### src/rtl/mem_port_arbiter_if.sv
// Bundle of the two cache ports and the shared-memory port around mem_port_arbiter.
// Request/stall semantics: a port holds READ/WRITE (plus address/data) high while
// BUSYWAIT is high; BUSYWAIT low for one cycle means the block is done.
interface mem_port_arbiter_if;
  logic        D_READ;
  logic        D_WRITE;
  logic [5:0]  D_ADDRESS;
  logic [31:0] D_WRITEDATA;
  logic [31:0] D_READDATA;
  logic        D_BUSYWAIT;

  logic        I_READ;
  logic [5:0]  I_ADDRESS;
  logic [31:0] I_READDATA;
  logic        I_BUSYWAIT;

  logic        MEM_READ;
  logic        MEM_WRITE;
  logic [5:0]  MEM_ADDRESS;
  logic [31:0] MEM_WRITEDATA;
  logic [31:0] MEM_READDATA;
  logic        MEM_BUSYWAIT;

  // Arbiter view.
  modport slave (
    input  D_READ, D_WRITE, D_ADDRESS, D_WRITEDATA,
    output D_READDATA, D_BUSYWAIT,
    input  I_READ, I_ADDRESS,
    output I_READDATA, I_BUSYWAIT,
    output MEM_READ, MEM_WRITE, MEM_ADDRESS, MEM_WRITEDATA,
    input  MEM_READDATA, MEM_BUSYWAIT
  );

  // Environment view: caches plus shared memory.
  modport master (
    output D_READ, D_WRITE, D_ADDRESS, D_WRITEDATA,
    input  D_READDATA, D_BUSYWAIT,
    output I_READ, I_ADDRESS,
    input  I_READDATA, I_BUSYWAIT,
    input  MEM_READ, MEM_WRITE, MEM_ADDRESS, MEM_WRITEDATA,
    output MEM_READDATA, MEM_BUSYWAIT
  );
endinterface

### src/rtl/mem_port_arbiter.sv
// Two-port (D-cache / I-cache) arbiter in front of one shared block memory.
// D wins ties, but at most MAX_CONSEC times in a row while I is waiting.
module mem_port_arbiter #(
  parameter  int MAX_CONSEC = 2,
  localparam int CW         = $clog2(MAX_CONSEC + 1)
) (
  input  logic                 CLK,
  input  logic                 RESET,
  mem_port_arbiter_if.slave    bus,
  output logic [2:0]           dbg_state_o,
  output logic [CW-1:0]        dbg_dcount_o
);

  typedef enum logic [2:0] {
    IDLE   = 3'd0,
    BUSY_D = 3'd1,
    BUSY_I = 3'd2,
    DONE_D = 3'd3,
    DONE_I = 3'd4
  } state_t;

  localparam logic [CW-1:0] MAX_C = CW'(MAX_CONSEC);

  state_t        state_q;
  logic [CW-1:0] dcount_q;
  logic          started_q;
  logic          d_wr_q;
  logic [31:0]   d_rdata_q;
  logic [31:0]   i_rdata_q;
  logic [5:0]    mem_addr_q;
  logic [31:0]   mem_wdata_q;

  logic        d_req;
  logic        i_req;
  logic        busy_d;
  logic        busy_i;
  logic        d_wins;
  logic [5:0]  addr_live;

  always_comb begin
    d_req     = bus.D_READ | bus.D_WRITE;
    i_req     = bus.I_READ;
    busy_d    = (state_q == BUSY_D);
    busy_i    = (state_q == BUSY_I);
    d_wins    = d_req && (!i_req || (dcount_q < MAX_C));
    addr_live = busy_d ? bus.D_ADDRESS : bus.I_ADDRESS;
  end

  // The operation type is latched at grant so a dropped request cannot abort it.
  assign bus.MEM_READ      = (busy_d & ~d_wr_q) | busy_i;
  assign bus.MEM_WRITE     = busy_d & d_wr_q;
  assign bus.MEM_ADDRESS   = (busy_d | busy_i) ? addr_live : mem_addr_q;
  assign bus.MEM_WRITEDATA = busy_d ? bus.D_WRITEDATA : mem_wdata_q;

  assign bus.D_BUSYWAIT = d_req & (state_q != DONE_D);
  assign bus.I_BUSYWAIT = i_req & (state_q != DONE_I);
  assign bus.D_READDATA = d_rdata_q;
  assign bus.I_READDATA = i_rdata_q;

  assign dbg_state_o  = state_q;
  assign dbg_dcount_o = dcount_q;

  always_ff @(posedge CLK or negedge RESET) begin
    if (!RESET) begin
      state_q     <= IDLE;
      dcount_q    <= '0;
      started_q   <= 1'b0;
      d_wr_q      <= 1'b0;
      d_rdata_q   <= '0;
      i_rdata_q   <= '0;
      mem_addr_q  <= '0;
      mem_wdata_q <= '0;
    end else begin
      if (busy_d || busy_i) mem_addr_q <= addr_live;
      if (busy_d) mem_wdata_q <= bus.D_WRITEDATA;

      case (state_q)
        IDLE: begin
          if (d_wins) begin
            state_q  <= BUSY_D;
            d_wr_q   <= bus.D_WRITE;
            dcount_q <= i_req ? (dcount_q + CW'(1)) : '0;
          end else if (i_req) begin
            state_q  <= BUSY_I;
            dcount_q <= '0;
          end else begin
            dcount_q <= '0;
          end
        end
        BUSY_D, BUSY_I: begin
          // Completion needs to have seen the memory go busy first.
          if (bus.MEM_BUSYWAIT) begin
            started_q <= 1'b1;
          end else if (started_q) begin
            started_q <= 1'b0;
            if (busy_d) begin
              if (!d_wr_q) d_rdata_q <= bus.MEM_READDATA;
              state_q <= DONE_D;
            end else begin
              i_rdata_q <= bus.MEM_READDATA;
              state_q   <= DONE_I;
            end
          end
        end
        DONE_D, DONE_I: state_q <= IDLE;
        default:        state_q <= IDLE;
      endcase
    end
  end

endmodule

### src/flat_wrapper.sv
// flat-port wrapper written by rule: the top's interface ports become plain ports
module mem_port_arbiter_flat 
#(
  parameter  int MAX_CONSEC = 2,
  localparam int CW         = $clog2(MAX_CONSEC + 1)
)
  (CLK, RESET, dbg_state_o, dbg_dcount_o, bus_D_READ, bus_D_WRITE, bus_D_ADDRESS, bus_D_WRITEDATA, bus_D_READDATA, bus_D_BUSYWAIT, bus_I_READ, bus_I_ADDRESS, bus_I_READDATA, bus_I_BUSYWAIT, bus_MEM_READ, bus_MEM_WRITE, bus_MEM_ADDRESS, bus_MEM_WRITEDATA, bus_MEM_READDATA, bus_MEM_BUSYWAIT);
  mem_port_arbiter_if bus_i ();
  input  logic CLK;
  input  logic RESET;
  output logic [2:0] dbg_state_o;
  output logic [CW-1:0] dbg_dcount_o;
  input wire logic [$bits(bus_i.D_READ)-1:0] bus_D_READ;
  input wire logic [$bits(bus_i.D_WRITE)-1:0] bus_D_WRITE;
  input wire logic [$bits(bus_i.D_ADDRESS)-1:0] bus_D_ADDRESS;
  input wire logic [$bits(bus_i.D_WRITEDATA)-1:0] bus_D_WRITEDATA;
  output wire logic [$bits(bus_i.D_READDATA)-1:0] bus_D_READDATA;
  output wire logic [$bits(bus_i.D_BUSYWAIT)-1:0] bus_D_BUSYWAIT;
  input wire logic [$bits(bus_i.I_READ)-1:0] bus_I_READ;
  input wire logic [$bits(bus_i.I_ADDRESS)-1:0] bus_I_ADDRESS;
  output wire logic [$bits(bus_i.I_READDATA)-1:0] bus_I_READDATA;
  output wire logic [$bits(bus_i.I_BUSYWAIT)-1:0] bus_I_BUSYWAIT;
  output wire logic [$bits(bus_i.MEM_READ)-1:0] bus_MEM_READ;
  output wire logic [$bits(bus_i.MEM_WRITE)-1:0] bus_MEM_WRITE;
  output wire logic [$bits(bus_i.MEM_ADDRESS)-1:0] bus_MEM_ADDRESS;
  output wire logic [$bits(bus_i.MEM_WRITEDATA)-1:0] bus_MEM_WRITEDATA;
  input wire logic [$bits(bus_i.MEM_READDATA)-1:0] bus_MEM_READDATA;
  input wire logic [$bits(bus_i.MEM_BUSYWAIT)-1:0] bus_MEM_BUSYWAIT;
  assign bus_i.D_READ = bus_D_READ;
  assign bus_i.D_WRITE = bus_D_WRITE;
  assign bus_i.D_ADDRESS = bus_D_ADDRESS;
  assign bus_i.D_WRITEDATA = bus_D_WRITEDATA;
  assign bus_D_READDATA = bus_i.D_READDATA;
  assign bus_D_BUSYWAIT = bus_i.D_BUSYWAIT;
  assign bus_i.I_READ = bus_I_READ;
  assign bus_i.I_ADDRESS = bus_I_ADDRESS;
  assign bus_I_READDATA = bus_i.I_READDATA;
  assign bus_I_BUSYWAIT = bus_i.I_BUSYWAIT;
  assign bus_MEM_READ = bus_i.MEM_READ;
  assign bus_MEM_WRITE = bus_i.MEM_WRITE;
  assign bus_MEM_ADDRESS = bus_i.MEM_ADDRESS;
  assign bus_MEM_WRITEDATA = bus_i.MEM_WRITEDATA;
  assign bus_i.MEM_READDATA = bus_MEM_READDATA;
  assign bus_i.MEM_BUSYWAIT = bus_MEM_BUSYWAIT;
  mem_port_arbiter #(.MAX_CONSEC(MAX_CONSEC)) u_core (.CLK(CLK), .RESET(RESET), .bus(bus_i), .dbg_state_o(dbg_state_o), .dbg_dcount_o(dbg_dcount_o));
endmodule
### config.mk
export PLATFORM = sky130hd
export DESIGN_NAME = mem_port_arbiter_flat
export DESIGN_NICKNAME = d
export VERILOG_FILES = /design/src/rtl/mem_port_arbiter_if.sv /design/src/rtl/mem_port_arbiter.sv /design/src/flat_wrapper.sv
export SDC_FILE = /design/constraint.sdc
export NUM_CORES = 1
export LEC_CHECK = 0
export ABC_AREA = 1
export CAP_MARGIN = 30
export CORE_MARGIN = 1.5
export CORE_UTILIZATION = 43
export DETAILED_ROUTE_END_ITERATION = 10
export PLACE_DENSITY_LB_ADDON = 0.2
export SYNTH_ARGS = -nofsm -noshare
export SYNTH_HDL_FRONTEND = slang
export SYNTH_SLANG_ARGS = --single-unit
### constraint.sdc
create_clock -name CLK -period 2.5 [get_ports CLK]
set_clock_uncertainty 0.1 [all_clocks]
set_input_delay 0.25 -clock CLK [delete_from_list [all_inputs] [get_ports CLK]]
set_output_delay 0.25 -clock CLK [all_outputs]
set_load 0.01 [all_outputs]
# Yosys cells after proc, flatten, opt, wreduce, memory -nomap -nowiden
# Index checks and enable logic that the tools add are counted.
[totals]
register_bits = 109
out_inout_bits = 111
wordCells = 49
in_bits = 82
[classes]
addsub = 1
muxes = 12
n_reduce_logical = 10
bitwise = 10
eq_ne = 7
magnitude_cmp = 1
[op_table]
columns = ["cell", "count"]
rows = [
  ["32-bit two-way mux", 1],
  ["3-bit two-way mux", 5],
  ["6-bit two-way mux", 2],
  ["3-bit by 2-bit != test with 1-bit output (second input constant)", 2],
  ["3-bit one-hot mux with 2 select lines", 1],
  ["5-bit AND reduction", 1],
  ["1-bit bitwise AND", 4],
  ["2-bit two-way mux", 2],
  ["4-bit AND reduction", 1],
  ["3-bit by 1-bit == test with 1-bit output (second input constant)", 1],
  ["3-bit by 2-bit == test with 1-bit output (second input constant)", 1],
  ["3-bit zero test", 1],
  ["3-bit != test (second input constant)", 1],
  ["1-bit inverter", 3],
  ["1-bit OR", 3],
  ["3-bit AND reduction", 1],
  ["2-bit by 1-bit adder with 2-bit output (second input constant)", 1],
  ["1-bit logical OR", 2],
  ["2-bit < comparator (second input constant)", 1],
  ["2-bit by 1-bit != test with 1-bit output (second input constant)", 1],
  ["2-bit != test (second input constant)", 1],
  ["2-bit AND reduction", 1],
  ["2-bit OR reduction", 1],
  ["1-bit logical AND", 1],
  ["2 further kinds", 2],
]

# Logic depth before layout (Yosys ltp)
# Gate-level depths: netlist of the first run.
[depth]
depth_word = 5
ltp_mapped = 8
mapped_depth_nobuf = 7

# Least setup slack after synthesis of the first run
# OpenSTA, ideal clock, no wires.
[synth_timing]
path_type = "register to output"
from = "register u_core.state_q[2], in the netlist u_core.dbg_state_o[2]"
to = "output port bus_MEM_ADDRESS[0]"
slack_ps = 891
arrival_time_ps = 1259
stages_incl_launch_ff = 6
required_ps = 2150
path_buffers = 0
cell_sequence = "dfrtp_1 > inv_2 > nand3_2 > nand2_1 > nand2_1 > o21ai_0"
[synth_between]
elab_chain_len = 3
word_cells_on_any_way = 5
cone_classes = "eq/ne (2); mux (2); bitwise (1)"
[synth_rtl]
columns = ["element", "line_no", "text"]
rows = [
  ["start, declared", "mem_port_arbiter.sv:24", "state_t state_q;"],
  ["start signal, assigned", "mem_port_arbiter.sv:65", "state_q <= IDLE;"],
  ["start signal, assigned", "mem_port_arbiter.sv:80", "state_q <= BUSY_D;"],
  ["start signal, assigned", "mem_port_arbiter.sv:84", "state_q <= BUSY_I;"],
  ["3-bit by 1-bit == test with 1-bit output / 3-bit by 2-bit == test with 1-bit output (equally long branches)", "mem_port_arbiter.sv:43, mem_port_arbiter.sv:44", ""],
  ["6-bit two-way mux / 1-bit OR (equally long branches)", "mem_port_arbiter.sv:46, mem_port_arbiter.sv:52", ""],
  ["6-bit two-way mux *", "mem_port_arbiter.sv:52", "assign bus.MEM_ADDRESS = (busy_d | busy_i) ? addr_live : mem_addr_q;"],
  ["end, declared", "flat_wrapper.sv:25", "output wire logic [$bits(bus_i.MEM_ADDRESS)-1:0] bus_MEM_ADDRESS;"],
]
# Every way passes the cells marked *; elsewhere a longest branch is shown, timed or not.

# Final worst setup path of the first run
[layout_timing]
from = "register u_core.state_q[2], in the netlist u_core.dbg_state_o[2]"
to = "output port bus_MEM_WRITEDATA[8]"
[layout_between]
elab_chain_len = 2
[layout_rtl]
columns = ["element", "line_no", "text"]
rows = [
  ["3-bit by 1-bit == test with 1-bit output", "mem_port_arbiter.sv:43", "busy_d = (state_q == BUSY_D);"],
  ["32-bit two-way mux", "mem_port_arbiter.sv:53", "assign bus.MEM_WRITEDATA = busy_d ? bus.D_WRITEDATA : mem_wdata_q;"],
  ["end, declared", "flat_wrapper.sv:26", "output wire logic [$bits(bus_i.MEM_WRITEDATA)-1:0] bus_MEM_WRITEDATA;"],
]
# No other way between the ends.

==> metrics.txt, run 1 <==
result of the run finished, final reports clean; number of standard cells in the final layout excluding fillers 810; switching power share of the total 37.22%; slew at the pin closest to its max-slew limit 0.7597 ns; clock latency at the later pin of the worst-skew pair 0.35 ns; net switching power figure 3.258 mW; part of the total power dissipated in sequential elements 33.8%; Post-Syn Area per Cell 9.400 sq um; final critical delay including setup and external delays 2.411 ns; number of warnings reported in the yosys synthesis log 0; Pre-antenna DRT Iters 4; count of distinct cell types in the synthesized netlist 21; netlist area before placement 4456 sq um; setup-violating endpoint count in the final report 0; part of the total power dissipated in combinational logic 54.1%; register-to-register path setup slack 0.38 ns; residual antenna-violating net count after detailed routing 0; average wire length per cell after detail routing 14.18 microns; power density over cell area 1281 nW/um^2; drt first-iter violations 208; post-detailed-route DRC marker count 0; reg2reg path depth 9; top fanout value on the critical path 21; die width 104.8 microns; end of the worst register-to-register path u_core.bus.D_READDATA[12]$_DFFE_PN0P_; end point of the worst hold path u_core.mem_wdata_q[11]$_DFF_PN0_; post-route clock period utilization 96.44%; number of maximum-capacitance violations 0; critical path's most frequent cell nand2_1; floorplan die area 10980 sq um; PortBufs 192; number of antenna violations at the first check in global routing 0; number of vias per cell 4.677; Post-Synthesis Net Count 556; DR vias 3788; Worst Path Required 2.15 ns; sinks on the clock net 109; clock network fraction of design power 12.2%; Worst IR Drop VDD 648.7 uV; weighted congestion reported at the end of routability-driven placement 0.8009; sequential cell area 2729 sq um; sum of negative setup slack 0 ns; number of diodes added for antenna fixing 0; Total Routed Length 11480 microns; Die Span Y 104.8 microns; instance count of the mapped netlist 474; initial core utilization 44.96%; via count of the first global-routing pass 3706; cells along the critical path inv_2 > nand3_4 > buf_4 > buf_16 > nand2_1 > nand2_1 > clkdlybuf4s50_1; CP startpoint kind flop; maximum number of pins on one net before global-route repair 65; number of max-slew violations in the final report 0; Hold Violations, Final 0; first-pass GRT wire length 18420 microns; Clock transition at path regs 0.10 ns; overall global routing resource usage 20.93%; WHS Path Cells 3; proportion of layout cells with a drive suffix above 1 11.52%; CTS tree yes; number of filler instances in the final layout 786; number of core rows 36; post-synthesis sequential area ratio 61.22%; largest delay contributor family on the critical path buffers and inverters; number of cells on the critical path 7; worst min-delay path startpoint bus_D_WRITEDATA[11]; top achievable clock speed 0.4148 GHz; Worst path slowest cell clkdlybuf4s50_1; number of placed instances, taps included 784; internal power summed over all cells 5.495 mW; I/O pin cnt 193; Crit path buffers/inverters 4; data arrival time of the critical path 2.06 ns; Clock Path Buffers 2; endpoint class of the critical path primary output; CTS HTree Levels 3; Critical Path Max Stage Delay 0.56 ns; overflow left after global routing 0; category of the critical setup timing path reg2out; placed wire-length estimate 8079 microns; flop and latch count out of synthesis 109; synthesis-to-layout area growth 53.33%; cell leakage power 3.419 nW; area inside the core boundary 9910 sq um; clock root cell clkbuf_8; Num CTS Buffers 9; Slew Limit Headroom 49.35%; combined area of the multi-input logic cells 1409 sq um; Crit Reg-Reg Startpoint u_core.dbg_state_o[2]$_DFFE_PN0P_; worst hold path class in2reg; Final nets 754
-- power by group through the flow --
stage	Clock [mW]	Sequential, mW	Combinational [mW]
global placement	0	2.95	4.52
global route	1.17	3.04	5.16
CTS	1.10	2.96	4.76
detailed placement	0	2.98	4.62
floorplan	0	3.17	1.86
finish	1.07	2.96	4.73
-- layout make-up --
type | count | share of cell area (%)
Timing Repair Buffer | 208 | 31.19
Sequential cell | 109 | 39.95
Clock inverter | 6 | 1.026
Multi-Input combinational cell | 293 | 20.62
Clock buffer | 10 | 1.868
Tap cell | 133 | 2.436
Inverter | 51 | 2.912
-- through the flow --
stage	power, mW	hold WS [ns]	util, %	setup slack (ns)	cell area [sq um]
5_1_grt	9.372	0.3439	68.94	-0.001500	6832
3_3_place_gp	7.471	0.2555	65.53	0.3170	6494
4_1_cts	8.823	0.3193	68.43	0.03254	6782
2_1_floorplan	5.030	-0.1456	-	0.8912	4456
3_5_place_dp	7.605	0.2591	65.53	0.2421	6494
6_report	8.753	0.3359	68.94	0.08908	6832
-- state kept, by name, summed over array words and instances, names as in the netlist --
signal                 count
u_core.bus.D_READDATA     32
u_core.bus.I_READDATA     32
u_core.d_wr_q              1
u_core.dbg_dcount_o        2
u_core.dbg_state_o         3
u_core.mem_addr_q          6
u_core.mem_wdata_q        32
u_core.started_q           1
-- kinds of logic (layout without fill, tap and decap cells) --
family                 after synthesis  in the layout  share of synthesized area, %
AO/OA/AOI/OAI                       81             81                         12.22
flip-flops                         109            109                         61.22
AND/OR/NAND/NOR                    212            212                         19.07
buffers and inverters               72            275                         7.498
-- cells in the final DEF, fill, tap and decap left out --
cell             netlist  routed
dfrtp_1              109     108
dlygate4sd2_1          0       5
nand2_4                0       1
clkbuf_8               0       9
clkbuf_1               2       1
clkdlybuf4s50_1        0     176
bufinv_16              0       1
buf_4                  2      11
buf_16                 0       1
clkinv_2               0       1
a31oi_1                1       1
nand3_4                2       3
nand2_1              188     187
nand2_2                1       1
o21ai_2               35      35
inv_1                 46      46
o21ai_1               23      23
o22ai_1                2       2
dlygate4sd3_1          0       1
nand3_1               12      12
inv_6                  0       2
nor2_1                 7       7
o21ai_0               19      19
dfrtp_2                0       1
dlymetal6s2s_1         0      10
inv_8                  0       1
a32oi_1                1       1
nor2_2                 1       1
buf_12                 0       4
clkinv_4               0       2
inv_2                  5       4
-- synthesized netlist by cell type --
master    number  area share [%]
nand2_1      188              16
inv_1         46             3.9
a31oi_1        1            0.14
nor2_1         7            0.59
nand3_2        1            0.22
clkbuf_1       2            0.17
buf_6          6             1.5
o21ai_1       23             2.6
nand2_2        1            0.14
o21ai_2       35             6.9
a32oi_1        1            0.20
o21ai_0       19             2.1
nor2_2         1            0.14
buf_1          2            0.17
buf_2          9             1.0
buf_4          2            0.34
inv_2          5            0.42
dfrtp_1      109              61
o22ai_1        2            0.28
nand3_1       12             1.3
nand3_4        2            0.79
-- per-layer routing --
metal	wire, microns	vias up	GRT usage, %
met4	104	0	5.577
met5	0	-	0
li1	-	1870	-
met3	1116	9	7.299
met1	4689	1771	26.34
met2	5574	138	34.36
-- what timing repair did --
| action | 4_1_cts | 5_1_grt |
|---|---|---|
| pin swaps | 1 | 1 |
| endpoints found under the setup margin | 30 | 32 |
| hold buffers | 1 | 0 |
| buffers inserted | 4 | 4 |
| gates cloned | 1 | 0 |
| resized for setup | 12 | 11 |
| endpoints found under the hold margin | 56 | 0 |
-- worst max-delay path by stage --
stage | startpoint | end
CTS | u_core.dbg_state_o[2]$_DFFE_PN0P_ | bus_MEM_WRITEDATA[7]
detailed placement | u_core.dbg_state_o[2]$_DFFE_PN0P_ | bus_MEM_ADDRESS[3]
finish | u_core.dbg_state_o[2]$_DFFE_PN0P_ | bus_MEM_WRITEDATA[8]
floorplan | u_core.dbg_state_o[2]$_DFFE_PN0P_ | bus_MEM_ADDRESS[0]
global route | u_core.dbg_state_o[2]$_DFFE_PN0P_ | bus_MEM_WRITEDATA[17]
global placement | u_core.dbg_state_o[0]$_DFFE_PN0P_ | bus_MEM_ADDRESS[3]
-- worst register-to-register path, delay by kind of cell, from the launching register on --
family / cells / cell delay, ns
and+or+nand+nor: 3 / 0.38
buffers and inverters: 5 / 1.02
DFF: 1 / 0.43
AOI/OAI and AO/OA: 1 / 0.10
Power figures use the tool's default switching activity.
==> inputs of run 2 (changes only) <==
Settings changed: REMOVE_ABC_BUFFERS from default to 1.
==> run 2 against run 1 <==
Against the previous run: register-to-register slack better by 0.18 ns; count of clock-buffer cells in the layout up 1; total power down 1.6%; global-route usage up 0.34 points; fmax down 2.4%; non-clock buffer count unchanged; largest cell class unchanged; highest routed layer unchanged.
==> metrics.txt, run 2 (synthesis results as in run 1) <==
post-detailed-route DRC marker count 0; first-pass GRT wire length 18620 microns; overflow left after global routing 0; clock latency at the later pin of the worst-skew pair 0.35 ns; post-route clock period utilization 98.77%; Num CTS Buffers 9; clock network fraction of design power 10.7%; number of antenna violations at the first check in global routing 0; total power of the final layout 8.614 mW; data arrival time of the critical path 2.12 ns; final critical delay including setup and external delays 2.469 ns; area inside the core boundary 9910 sq um; part of the total power dissipated in sequential elements 34.4%; power density over cell area 1265 nW/um^2; Hold Violations, Final 0; net switching power figure 3.213 mW; PortBufs 192; placed wire-length estimate 8251 microns; Pre-antenna DRT Iters 5; floorplan die area 10980 sq um; I/O pin cnt 193; Total Routed Length 11580 microns; setup-violating endpoint count in the final report 0; maximum number of pins on one net before global-route repair 65; proportion of layout cells with a drive suffix above 1 11.13%; die width 104.8 microns; part of the total power dissipated in combinational logic 55.0%; average wire length per cell after detail routing 14.35 microns; sinks on the clock net 109; cell leakage power 3.494 nW; synthesis-to-layout area growth 52.82%; Worst Path Required 2.15 ns; drt first-iter violations 178; Die Span Y 104.8 microns; number of vias per cell 4.731; DR vias 3818; CTS tree yes; initial core utilization 44.96%; weighted congestion reported at the end of routability-driven placement 0.8590; highest routing layer actually used met4; metal1 wirelength 4970 microns; result of the run finished, final reports clean; wire length on met2 5391 microns; WL met3 1068 microns; Slew Limit Headroom 49.17%; commonest cells after routing, fill and taps aside nand2_1 (187), clkdlybuf4s50_1 (171), dfrtp_1 (108), inv_1 (46), o21ai_2 (35); overall global routing resource usage 21.26%; leading cell type in the layout, fill and taps excluded nand2_1; endpoint class of the critical path primary output; top fanout value on the critical path 24; category of the critical setup timing path reg2out; Clock Path Buffers 2; CTS HTree Levels 3; slew at the pin closest to its max-slew limit 0.7624 ns; worst hold path class in2async; internal power summed over all cells 5.401 mW; clock root cell clkbuf_8; switching power share of the total 37.30%; top achievable clock speed 0.4050 GHz; number of maximum-capacitance violations 0; Final nets 754; Clock transition at path regs 0.09 ns; via count of the first global-routing pass 3812; number of diodes added for antenna fixing 0; number of core rows 36; number of max-slew violations in the final report 0; residual antenna-violating net count after detailed routing 0; CP startpoint kind flop; Worst IR Drop VDD 600.3 uV; final core utilization 68.71%
==> run 2: cell types whose count changed in the layout (fill, tap and decap cells not counted), moves of 2 or more <==
| cell | before | now |
|---|---|---|
| inv_6 | 2 | 0 |
| clkinv_4 | 2 | 0 |
| dlymetal6s2s_1 | 10 | 20 |
| clkdlybuf4s50_1 | 176 | 171 |
| dlygate4sd2_1 | 5 | 0 |
==> run 2: repair_timing <==
item,in CTS,in global routing
hold buffers,1,0
setup buffers,0,6
hold endpoints to repair,35,0
pin swaps,0,1
resized for setup,2,24
setup endpoints to repair,29,29
cloned,0,1
==> run 2: worst max-delay path, cell delays in order, from the launching register on <==
cell	delay [ns]
dfrtp_2	0.45
inv_2	0.10
nand3_4	0.17
buf_4	0.20
clkbuf_16	0.18
nand2_1	0.07
nand2_1	0.09
clkdlybuf4s50_1	0.49
==> run 2: path summary, 6_finish.rpt <==
| check | startpoint | end | slack (ns) | depth (start not counted) |
|---|---|---|---|---|
| min in group CLK | bus_D_WRITEDATA[6] | u_core.mem_wdata_q[6]$_DFF_PN0_ | 0.34 | 3 |
| min | RESET | u_core.mem_wdata_q[4]$_DFF_PN0_ | 0.29 | 2 |
| min reg2reg | u_core.mem_wdata_q[31]$_DFF_PN0_ | u_core.mem_wdata_q[31]$_DFF_PN0_ | 0.38 | 2 |
| max reg2reg | u_core.dbg_state_o[1]$_DFFE_PN0P_ | u_core.bus.D_READDATA[8]$_DFFE_PN0P_ | 0.56 | 8 |
| max | u_core.dbg_state_o[1]$_DFFE_PN0P_ | bus_MEM_WRITEDATA[30] | 0.03 | 7 |
| max in group asynchronous | RESET | u_core.bus.I_READDATA[24]$_DFFE_PN0P_ | 1.32 | 3 |
==> run 2: layer usage <==
metal / vias to the layer above / track usage, %
li1: 1871 / -
met1: 1779 / 27.00
met2: 156 / 34.22
met4: 0 / 7.143
met3: 12 / 7.049
met5: - / 0
==> run 2: per-stage QoR <==
stage / cell area (sq um) / hold WS, ns / TNS [ns] / setup WS (ns) / instances
final: 6809 / 0.2888 / 0 / 0.03087 / 807
after global routing: 6809 / 0.3246 / -0.1141 / -0.04563 / 807
after CTS: 6665 / 0.2967 / -0.02715 / -0.01387 / 800
after detailed placement: 6496 / 0.1515 / 0 / 0.3254 / 786
after global placement: 6496 / 0.1395 / 0 / 0.3772 / 786
after floorplan: 4313 / -0.1456 / 0 / 0.08863 / 453
==> run 2: area by class of cell <==
class,count,area (sq um)
inverter,51,198.9
sequential,109,2729
timing repair buffer,208,2160
multi-input combinational,293,1401
tap,133,166.4
fill,785,3100
clock buffer,11,141.4
clock inverter,2,12.51
==> run 2: power groups by stage <==
| stage | Sequential, mW | Clock (mW) | Combinational (mW) |
|---|---|---|---|
| 6_report | 2.96 | 0.919 | 4.73 |
| 2_1_floorplan | 3.17 | 0 | 1.76 |
| 5_1_grt | 3.05 | 1.01 | 5.16 |
| 4_1_cts | 2.96 | 0.947 | 4.65 |
| 3_3_place_gp | 2.94 | 0 | 4.54 |
| 3_5_place_dp | 2.98 | 0 | 4.63 |
==> inputs of run 3 (changes only) <==
Settings changed: SKIP_CTS_REPAIR_TIMING from default to 1.
==> run 3 against run 2 <==
Against the previous run: sequential share of layout area hardly changed; cell count stayed put; combinational power hardly changed; largest cell class unchanged; first-iteration DRC count is 3.4% higher; die area stayed put; clock power hardly changed.
==> metrics.txt, run 3 (synthesis results as in run 1) <==
result of the run finished, final reports clean; number of vias per cell 4.726; number of core rows 36; final core utilization 68.76%; initial core utilization 44.96%; internal power summed over all cells 5.395 mW; overflow left after global routing 0; Clock Path Buffers 2; leading cell type in the layout, fill and taps excluded nand2_1; floorplan die area 10980 sq um; placed wire-length estimate 8251 microns; post-detailed-route DRC marker count 0; residual antenna-violating net count after detailed routing 0; category of the critical setup timing path reg2out; average wire length per cell after detail routing 14.31 microns; overall global routing resource usage 21.30%; clock latency at the later pin of the worst-skew pair 0.35 ns; PortBufs 192; number of antenna violations at the first check in global routing 0; proportion of layout cells with a drive suffix above 1 11.13%; endpoint class of the critical path primary output; register-to-register path setup slack 0.56 ns; synthesis-to-layout area growth 52.93%; CP startpoint kind flop; CTS HTree Levels 3; Place WS 0.3254 ns; CTS tree yes; first-pass GRT wire length 18650 microns; end of the worst register-to-register path u_core.bus.D_READDATA[8]$_DFFE_PN0P_; net switching power figure 3.205 mW; final critical delay including setup and external delays 2.437 ns; Num CTS Buffers 9; worst hold path class in2async; Crit Reg-Reg Startpoint u_core.dbg_state_o[1]$_DFFE_PN0P_; Clock transition at path regs 0.09 ns; number of maximum-capacitance violations 0; Hold Violations, Final 0; number of max-slew violations in the final report 0; Slew Limit Headroom 49.23%; reg2reg path depth 8; sinks on the clock net 109; commonest cells after routing, fill and taps aside nand2_1 (187), clkdlybuf4s50_1 (169), dfrtp_1 (108), inv_1 (46), o21ai_2 (35); top fanout value on the critical path 24; Pre-antenna DRT Iters 5; data arrival time of the critical path 2.09 ns; top achievable clock speed 0.4103 GHz; setup-violating endpoint count in the final report 0; power density over cell area 1262 nW/um^2; via count of the first global-routing pass 3812; drt first-iter violations 184; die width 104.8 microns; part of the total power dissipated in sequential elements 34.4%; clock root cell clkbuf_8; cell leakage power 3.517 nW; post-layout worst setup margin 0.06273 ns; Worst IR Drop VDD 600.5 uV; DR vias 3814; clock network fraction of design power 10.7%; slew at the pin closest to its max-slew limit 0.7616 ns; Die Span Y 104.8 microns; number of diodes added for antenna fixing 0; Worst Path Required 2.15 ns; part of the total power dissipated in combinational logic 54.9%; post-route clock period utilization 97.49%; I/O pin cnt 193; switching power share of the total 37.26%; Final nets 754; weighted congestion reported at the end of routability-driven placement 0.8590; Total Routed Length 11550 microns; area inside the core boundary 9910 sq um; maximum number of pins on one net before global-route repair 65
-- run 3: changes by cell type in the layout (fill, tap and decap cells not counted), sizes merged --
| cell | before | now |
|---|---|---|
| clkdlybuf4s50 | 171 | 169 |
| dlymetal6s2s | 20 | 22 |
-- run 3: how the worst max path moves through the flow --
stage	from	end	slack, ns
after detailed placement	u_core.dbg_state_o[2]$_DFFE_PN0P_	bus_MEM_WRITEDATA[19]	0.33
after global placement	u_core.dbg_state_o[1]$_DFFE_PN0P_	bus_MEM_WRITEDATA[13]	0.38
final	u_core.dbg_state_o[1]$_DFFE_PN0P_	bus_MEM_WRITEDATA[11]	0.06
after floorplan	u_core.dbg_state_o[2]$_DFFE_PN0P_	u_core.bus.D_READDATA[10]$_DFFE_PN0P_	0.09
after global routing	u_core.dbg_state_o[1]$_DFFE_PN0P_	bus_MEM_WRITEDATA[8]	-0.01
after CTS	u_core.dbg_state_o[1]$_DFFE_PN0P_	bus_MEM_WRITEDATA[19]	-0.08
-- run 3: area by class of cell --
| class | instances | area [sq um] |
|---|---|---|
| Fill cell | 782 | 3095 |
| Multi-Input combinational cell | 293 | 1401 |
| Clock inverter | 2 | 12.51 |
| Clock buffer | 11 | 141.4 |
| Timing Repair Buffer | 208 | 2165 |
| Tap cell | 133 | 166.4 |
| Sequential cell | 109 | 2729 |
| Inverter | 51 | 198.9 |
-- run 3: metrics by stage --
step	setup TNS (ns)	power [mW]	hold slack, ns	instances	cell area, sq um
4_1_cts	-1.256	8.547	-0.2539	799	6650
6_report	0	8.599	0.2914	807	6814
3_5_place_dp	0	7.608	0.1515	786	6496
3_3_place_gp	0	7.481	0.1395	786	6496
2_1_floorplan	0	4.933	-0.1456	453	4313
5_1_grt	-0.06711	9.211	0.3246	807	6814
-- run 3: worst max-delay path: stages, from the launching register on --
cell	delay (ns)
dfrtp_2	0.45
inv_2	0.10
nand3_4	0.17
buf_4	0.20
clkbuf_16	0.18
nand2_1	0.08
nand2_1	0.07
clkdlybuf4s50_1	0.48
-- run 3: power by group through the flow --
stage	sequential (mW)	clock (mW)	combinational (mW)
after floorplan	3.17	0	1.76
after global placement	2.94	0	4.54
after detailed placement	2.98	0	4.63
after CTS	2.96	0.947	4.64
after global routing	3.05	1.01	5.15
final	2.96	0.917	4.72
-- run 3: per-layer routing --
| metal | global-route usage, % | vias up | part of all wire (%) |
|---|---|---|---|
| met5 | 0 | - | 0 |
| met4 | 7.143 | 0 | 1.3 |
| met3 | 7.112 | 12 | 9.4 |
| met2 | 34.36 | 158 | 47 |
| met1 | 26.95 | 1772 | 43 |
| li1 | - | 1872 | - |
